--- src/rtl/fifo_egress_skid_pkg.sv ---
`default_nettype none
// ============================================================================
//  Module      : fifo_egress_skid_pkg
//  Description : Shared types and constants for the FIFO egress skid stage.
//                Holds the skid-buffer occupancy encoding and the default
//                width of the delivered-beat counter.
//  Revision    : 1.0 - initial release
// ============================================================================
package fifo_egress_skid_pkg;

    // Skid buffer occupancy: 0, 1 or 2 buffered beats. The encoding matches
    // the numeric occupancy, so the value 2'b11 is unreachable.
    typedef enum logic [1:0] {
        OCC_0 = 2'd0,
        OCC_1 = 2'd1,
        OCC_2 = 2'd2
    } occ_state_t;

    // Default width of the delivered-beat counter.
    localparam int unsigned DEF_CNT_W = 16;

endpackage : fifo_egress_skid_pkg
`default_nettype wire

--- src/rtl/fifo_egress_skid_sat_counter.sv ---
`default_nettype none
// ============================================================================
//  Module      : sat_counter
//  Description : W-bit up counter that saturates at all-ones (no wrap).
//  Ports       : clk      - clock, rising edge
//                reset_n  - asynchronous active-low reset, clears count
//                inc_i    - count one event this cycle
//                cnt_o    - current count
//  Revision    : 1.0 - initial release
// ============================================================================
module sat_counter #(
    parameter int unsigned W = 16
) (
    input  logic         clk,
    input  logic         reset_n,
    input  logic         inc_i,
    output logic [W-1:0] cnt_o
);

    // Saturation value is the all-ones pattern at the counter width.
    localparam logic [W-1:0] SAT = '1;
    localparam logic [W-1:0] ONE = W'(1);

    logic [W-1:0] cnt_q;
    logic [W-1:0] cnt_d;

    always_comb begin
        cnt_d = cnt_q;
        if (inc_i && (cnt_q != SAT)) begin
            cnt_d = cnt_q + ONE;
        end
    end

    always_ff @(posedge clk or negedge reset_n) begin
        if (!reset_n) begin
            cnt_q <= '0;
        end else begin
            cnt_q <= cnt_d;
        end
    end

    assign cnt_o = cnt_q;

endmodule : sat_counter
`default_nettype wire

--- src/rtl/fifo_egress_skid.sv ---
`default_nettype none
// ============================================================================
//  Module      : fifo_egress_skid
//  Description : Drains a fall-through FIFO pop interface into a registered
//                valid/ready stream through a 2-entry skid buffer. The pop
//                strobe never depends on downstream ready, so there is no
//                combinational path from out_ready_i to the FIFO. Keeps a
//                saturating count of delivered beats.
//  Ports       : clk, reset_n        - clock / async active-low reset
//                enable_i            - allow new pops (draining unaffected)
//                fifo_empty_i        - FIFO empty flag
//                fifo_pop_data_i     - FIFO head data (fall-through)
//                fifo_pop_o          - pop strobe to the FIFO
//                out_valid_o/ready_i - output handshake
//                out_data_o          - output beat data
//                beat_cnt_o          - delivered beats, saturating
//  Revision    : 1.0 - initial release
// ============================================================================
module fifo_egress_skid
    import fifo_egress_skid_pkg::*;
#(
    parameter int unsigned DATA_W = 1,
    parameter int unsigned CNT_W  = DEF_CNT_W
) (
    input  logic              clk,
    input  logic              reset_n,
    input  logic              enable_i,
    input  logic              fifo_empty_i,
    input  logic [DATA_W-1:0] fifo_pop_data_i,
    output logic              fifo_pop_o,
    output logic              out_valid_o,
    input  logic              out_ready_i,
    output logic [DATA_W-1:0] out_data_o,
    output logic [CNT_W-1:0]  beat_cnt_o
);

    occ_state_t        occ_q, occ_d;
    logic [DATA_W-1:0] head_q, head_d;
    logic [DATA_W-1:0] skid_q, skid_d;

    logic w_pop;
    logic w_xfer;

    // Pop is decided from registered occupancy only. The reset_n term keeps
    // the strobe low for the whole time reset is held.
    assign w_pop       = reset_n & enable_i & ~fifo_empty_i & (occ_q != OCC_2);
    assign out_valid_o = (occ_q != OCC_0);
    assign w_xfer      = out_valid_o & out_ready_i;

    always_comb begin
        occ_d  = occ_q;
        head_d = head_q;
        skid_d = skid_q;
        unique case (occ_q)
            OCC_0: begin
                if (w_pop) begin
                    head_d = fifo_pop_data_i;
                    occ_d  = OCC_1;
                end
            end
            OCC_1: begin
                if (w_pop && !w_xfer) begin
                    // Head is still waiting; the new beat queues behind it.
                    skid_d = fifo_pop_data_i;
                    occ_d  = OCC_2;
                end else if (w_pop && w_xfer) begin
                    // Steady-state streaming: replace the departing head.
                    head_d = fifo_pop_data_i;
                end else if (w_xfer) begin
                    occ_d  = OCC_0;
                end
            end
            OCC_2: begin
                // Full: no pop possible, only the skid entry advances.
                if (w_xfer) begin
                    head_d = skid_q;
                    occ_d  = OCC_1;
                end
            end
            default: begin
                occ_d = OCC_0;
            end
        endcase
    end

    always_ff @(posedge clk or negedge reset_n) begin
        if (!reset_n) begin
            occ_q  <= OCC_0;
            head_q <= '0;
            skid_q <= '0;
        end else begin
            occ_q  <= occ_d;
            head_q <= head_d;
            skid_q <= skid_d;
        end
    end

    assign fifo_pop_o = w_pop;
    assign out_data_o = head_q;

    sat_counter #(
        .W (CNT_W)
    ) u_beat_cnt (
        .clk     (clk),
        .reset_n (reset_n),
        .inc_i   (w_xfer),
        .cnt_o   (beat_cnt_o)
    );

endmodule : fifo_egress_skid
`default_nettype wire
--- config.mk ---
export PLATFORM = sky130hd
export DESIGN_NAME = fifo_egress_skid
export DESIGN_NICKNAME = d
export VERILOG_FILES = /design/src/rtl/fifo_egress_skid_pkg.sv /design/src/rtl/fifo_egress_skid_sat_counter.sv /design/src/rtl/fifo_egress_skid.sv
export SDC_FILE = /design/constraint.sdc
export NUM_CORES = 1
export LEC_CHECK = 0
export CAP_MARGIN = 20
export CELL_PAD_IN_SITES_DETAIL_PLACEMENT = 0
export CELL_PAD_IN_SITES_GLOBAL_PLACEMENT = 1
export CORE_ASPECT_RATIO = 1.5
export CORE_MARGIN = 2
export CORE_UTILIZATION = 38
export DETAILED_ROUTE_END_ITERATION = 12
export GPL_ROUTABILITY_DRIVEN = 0
export GPL_TIMING_DRIVEN = 0
export MAX_ROUTING_LAYER = met4
export PLACE_DENSITY_LB_ADDON = 0.1
export SLEW_MARGIN = 40
export SYNTH_ARGS = -nofsm -noshare
export SYNTH_HDL_FRONTEND = slang
export SYNTH_HIERARCHICAL = 1
export SYNTH_SLANG_ARGS = --single-unit
--- constraint.sdc ---
create_clock -name clk -period 2.2 [get_ports clk]
set_input_delay 0.44 -clock clk [delete_from_list [all_inputs] [get_ports clk]]
set_output_delay 0.44 -clock clk [all_outputs]
set_load 0.01 [all_outputs]
==> flow_summary_export.csv, run 1 <==
group,metric,value,unit
run_status,outcome,"finished, final reports clean",
drt,wl,2.46,mm
synth,synth_edf_count,0,
synth,synth_fp_nets,102,
die,io_pins,25,
finish,fillCellCount,265,
placement,placed_area,1380,µm²
clock_tree,path_clk_slew,0.08,ns
timing,max_clock_freq,0.502,GHz
timing,timing.slew.headroom,74.5,%
finish,fin_nets,131,
drt,routed-via-count,902,
worst_setup_path,ff2ff_path_depth,6,
timing,period_needed,1.99,ns
die,initial_core_util,40.7,%
finish,final_area,1440,µm²
grt,grt.overflow.total,0,
grt,grt_pass1_vias,889,
finish,final_cell_mix,"clkdlybuf4s50_1, dfrtp_1, nand4_1, nand2_1",
timing,tns,0,ns
clock_tree,hold_buffers,0,
worst_setup_path,critPathMostFrequentCell,"a31oi_1",
timing,finalClockSkew,0.00499,ns
clock_tree,h-tree-depth,1,
power,total_power,1.07,mW
finish,seqCellArea,500,µm²
worst_setup_path,worst_ep_arrival_time,2.19,ns
grt,grt_pass1_wl,4.13,mm
clock_tree,cts_tree,"built",
worst_setup_path,critPathMaxFanout,8,
drt,viasPerCell,5.64,
drt,antenna_left,0,
grt,grt_max_degree,23,
worst_setup_path,cpPeakStageDelay,0.59,ns
clock_tree,cts_buffers,3,
timing,report.final.hold_viol_count,0,
clock_tree,cts.path.max_buffers,2,
timing,holdWs,0.0485,ns
synth,syn-instance-count,95,
timing,finalCritPeriodShare,90.5,%
synth,yosys_warnings,6,
finish,stdcell_count,160,
die,core_area,2710,µm²
synth,ys_seq_elements,20,
placement,dpl.hpwl,1.85,mm
clock_tree,insertion_delay,0.27,ns
drt,drc,0,
placement,dp.cells,156,
finish,post_route_cells_drive_above_1_share,17.1,%
worst_setup_path,reg2reg_to,"u_beat_cnt/cnt_o[7]",
timing,tightest_slew,0.381,ns
finish,area_growth_syn_to_layout,31.0,%
finish,multi_input_area,602,µm²
worst_setup_path,end_kind,"register",
timing,drv_slew,0,
worst_setup_path,path_cells,"clkdlybuf4s50_1 > and2_1 > and3_1 > and4_2 > a31oi_1 > a31oi_1",
grt,antenna_found_initial,0,
hold_path,hp-class,"in -> async",
worst_setup_path,reg2reg_from,"occ_q[0]",
placement,port_buffers,24,
synth,syn_area_per_cell,11.6,µm²
drt,drt-wirelength-per-cell,15.4,µm
clock_tree,clock-sinks,20,
finish,final_common_cell,"clkdlybuf4s50_1",
drt,drt_iter0_markers,31,
timing,grt_setup_unrepaired,"no",
synth,synth_ff_type,"dfrtp_1",
die,fp.dieW,48.0,µm
worst_setup_path,crit_path_start_kind,"input port",
power,ir_drop,0.000510,V
clock_tree,post_cts_buffers,0,
drt,drt_pass1_iterations,4,
finish,diodes,0,
timing,setup_viol,0,
power,p_leak,0.617,nW
die,die_area,3360,µm²
clock_tree,cts-root-buf,"clkbuf_8",
power,cellPowerDensity,744,nW/µm²
synth,yosysSeqAreaShare,45.4,%
synth,syn_area,1100,µm²
worst_setup_path,r2r_setup_slack,0.30,ns
worst_setup_path,path_class,"in -> reg",
run,drv_cap,0,
synth,async_flop_share,100,%
worst_setup_path,cpMaxStageDelayCell,"clkdlybuf4s50_1",
grt,grt_util_all_layers,17.3,%
worst_setup_path,worstPathRequired,2.39,ns
die,die_y,70.0,µm
die,rows,23,
synth,yosysUniqueCellTypes,40,
## cells by family (layout without fill, tap and decap cells)
family | Yosys count | count (layout) | synth area share, %
AOI/OAI and AO/OA | 20 | 20 | 13.7
xor gates and xnor gates | 7 | 7 | 5.56
adders and majority gates | 1 | 1 | 1.13
buffers and inverters | 0 | 28 | 0
DFF | 20 | 20 | 45.4
muxes | 3 | 3 | 3.29
and+or+nand+nor | 44 | 44 | 30.9
## power by group
part,leakage (nW),internal [mW],total [mW],switching (mW)
clock,0.0288,0.160,0.292,0.132
sequential,0.267,0.423,0.508,0.0849
combinational,0.322,0.157,0.274,0.118
## per-stage QoR
stage	worst slack, ns	utilization, %
global route	0.0806	53.4
floorplan	0.445	-
finish	0.208	53.4
global placement	-0.807	51.3
detailed placement	-0.0654	51.2
CTS	0.0462	53.3
## cell type report
| class | count | area share, % |
|---|---|---|
| clock buffer | 4 | 3.81 |
| multi-input combinational | 75 | 41.7 |
| sequential | 20 | 34.7 |
| tap | 37 | 3.21 |
| timing repair buffer | 24 | 16.6 |
## synthesized netlist by cell type (all sizes together) (2+ instances only)
master	count	area (µm²)
and3	2	12.5
nor2	5	21.3
dfrtp	20	500
nand4	10	83.8
o21a	5	37.5
a21oi	5	25.0
mux2	2	26.3
and4	3	30.0
nor4	2	42.5
xor2	2	17.5
nand2	7	28.8
xnor2	5	43.8
a31oi	3	18.8
nand3	6	42.5
## routing by layer
| layer | vias to the layer above | share of wire [%] | GRT usage [%] |
|---|---|---|---|
| met1 | 441 | 43 | 21.6 |
| met4 | 0 | 2.2 | 9.01 |
| li1 | 423 | - | - |
| met2 | 33 | 51 | 25.9 |
| met3 | 5 | 4.1 | 2.33 |
| met5 | - | 0 | - |
## sequential cells by signal, summed over array words and instances, names as in the netlist
name	flops
out_data_o	1
skid_q	1
u_beat_cnt/cnt_o	16
occ_q	2
## worst max-delay path: cells and delay by family
| kind | cells | cell delay, ns |
|---|---|---|
| AO/OA/AOI/OAI | 2 | 0.23 |
| buffers and inverters | 1 | 0.59 |
| AND/OR/NAND/NOR | 3 | 0.92 |
## how the worst max path moves through the flow
| stage | depth (start not counted) | startpoint | slack, ns | end |
|---|---|---|---|---|
| after floorplan | 6 | occ_q[0] | 0.45 | u_beat_cnt/cnt_o[7] |
| after global placement | 4 | reset_n | -0.81 | fifo_pop_o |
| after detailed placement | 6 | out_ready_i | -0.07 | u_beat_cnt/cnt_o[5] |
| after CTS | 4 | enable_i | 0.05 | fifo_pop_o |
| after global routing | 6 | out_ready_i | 0.08 | u_beat_cnt/cnt_o[7] |
| final | 6 | out_ready_i | 0.21 | u_beat_cnt/cnt_o[7] |
## what timing repair did
| item | 4_1_cts | 5_1_grt |
|---|---|---|
| hold endpoints to repair | 0 | 0 |
| gates resized for setup | 1 | 1 |
| setup endpoints to repair | 1 | 1 |
(Power assumes the default switching activity.)
==> run 2, diff against run 1 <==
Settings changed: CORE_ASPECT_RATIO 1.5 to 0.6, REMOVE_ABC_BUFFERS set to 1, SLEW_MARGIN 40 to not set.
==> flow_summary_export.csv, run 2 (synthesis gave the netlist of run 1 again) <==
group,metric,value,unit
finish,multi_input_area,602,µm²
timing,period_needed,1.98,ns
worst_setup_path,end_kind,"register",
timing,setup_viol,0,
clock_tree,insertion_delay,0.26,ns
run_status,outcome,"finished, final reports clean",
clock_tree,post_cts_buffers,0,
placement,port_buffers,24,
finish,largest_reg_flops,16,
run,drv_cap,0,
finish,postLayoutCoreUtil,51.7,%
hold_path,hp-class,"in -> async",
drt,antenna_left,0,
worst_setup_path,path_class,"in -> reg",
die,fp.dieW,73.5,µm
drt,drt_iter0_markers,31,
die,io_pins,25,
drt,wl,2.38,mm
worst_setup_path,worstPathRequired,2.33,ns
grt,grt_pass1_vias,765,
drt,viasPerCell,5.52,
finish,final_common_cell,"clkdlybuf4s50_1",
grt,grt.overflow.total,0,
clock_tree,h-tree-depth,1,
clock_tree,path_clk_slew,0.08,ns
finish,post_route_cells_drive_above_1_share,17.1,%
timing,finalCritPeriodShare,90.2,%
finish,seqCellArea,500,µm²
placement,dp.cells,153,
timing,max_clock_freq,0.504,GHz
finish,stdcell_count,157,
drt,drt-wirelength-per-cell,15.2,µm
power,ir_drop,0.000476,V
timing,tightest_slew,0.382,ns
grt,grt_pass1_wl,3.83,mm
worst_setup_path,crit_path_start_kind,"input port",
finish,area_growth_syn_to_layout,32.1,%
clock_tree,cts_buffers,3,
drt,drc,0,
clock_tree,cts_tree,"built",
drt,drt_pass1_iterations,4,
timing,timing.slew.headroom,74.4,%
worst_setup_path,worst_ep_arrival_time,2.12,ns
die,die_area,3360,µm²
clock_tree,cts-root-buf,"clkbuf_8",
die,die_y,45.7,µm
timing,grt_setup_unrepaired,"no",
finish,final_cell_mix,"clkdlybuf4s50_1, dfrtp_1, nand4_1, nand2_1",
finish,fillCellCount,267,
drt,routed-via-count,866,
die,rows,15,
placement,dpl_worst_slack,-0.855,ns
timing,finalClockSkew,0.00793,ns
grt,grt_util_all_layers,16.4,%
clock_tree,clock-sinks,20,
finish,fin_nets,131,
die,initial_core_util,39.2,%
finish,diodes,0,
power,cellPowerDensity,782,nW/µm²
grt,grt_max_degree,23,
power,p_leak,0.624,nW
die,core_area,2820,µm²
timing,drv_slew,0,
worst_setup_path,critPathMaxFanout,8,
clock_tree,cts.path.max_buffers,2,
placement,dpl.hpwl,1.82,mm
timing,fin_ws,0.216,ns
timing,report.final.hold_viol_count,0,
grt,antenna_found_initial,0,
==> run 2: cell count changes in the layout (fill, tap and decap cells not counted) <==
cell       change
bufinv_16      +1
clkbuf_8       -1
==> run 2: critical path: stages <==
cell and delay, ns:
clkdlybuf4s50_1 0.60, and2_1 0.31, nand2_1 0.21, nor3_2 0.26, nand4_1 0.15, xnor2_1 0.15
==> run 2: power breakdown <==
part	switching [mW]	internal, mW
logic	0.112	0.157
registers	0.0840	0.423
clock network	0.120	0.243
total	0.316	0.823
==> run 2: stage by stage <==
step	setup TNS [ns]	hold WS, ns	instance area, µm²	power [mW]
3_3_place_gp	-1.71	0.498	1390	0.783
6_report	0	0.0516	1460	1.14
4_1_cts	0	0.0518	1450	1.16
3_5_place_dp	-1.93	0.500	1390	0.792
5_1_grt	0	0.0561	1460	1.21
2_1_floorplan	0	0.144	1100	0.631
==> run 2: worst paths after layout <==
path	cells after the start	start	slack, ns	endpoint
setup / recovery	6	out_ready_i	0.22	u_beat_cnt/cnt_o[10]
setup reg to reg	6	occ_q[0]	0.31	u_beat_cnt/cnt_o[7]
hold / removal	1	reset_n	0.05	u_beat_cnt/cnt_o[5]
hold reg to reg	1	occ_q[1]	0.50	occ_q[0]
max in group asynchronous	1	reset_n	1.92	occ_q[1]
min in group clk	1	occ_q[1]	0.50	occ_q[0]
==> run 2: what timing repair did <==
action | in CTS | in global routing
setup endpoints to repair | 3 | 1
hold buffers | 0 | 0
resized for setup | 6 | 1
==> run 2: cell type report <==
class | count | share of cell area, %
multi-input combinational | 75 | 41.3
sequential | 20 | 34.4
timing repair buffer | 24 | 16.5
tap | 34 | 2.92
clock buffer | 3 | 2.84
clock inverter | 1 | 2.06
==> run 2: per-layer routing <==
layer  global-route usage, %  vias up  share of wire (%)
met2                    19.3       12                 38
met4                    4.36        0               0.80
met1                    25.5      419                 59
met3                    5.31        2                2.8
met5                       -        -                  0
li1                        -      433                  -
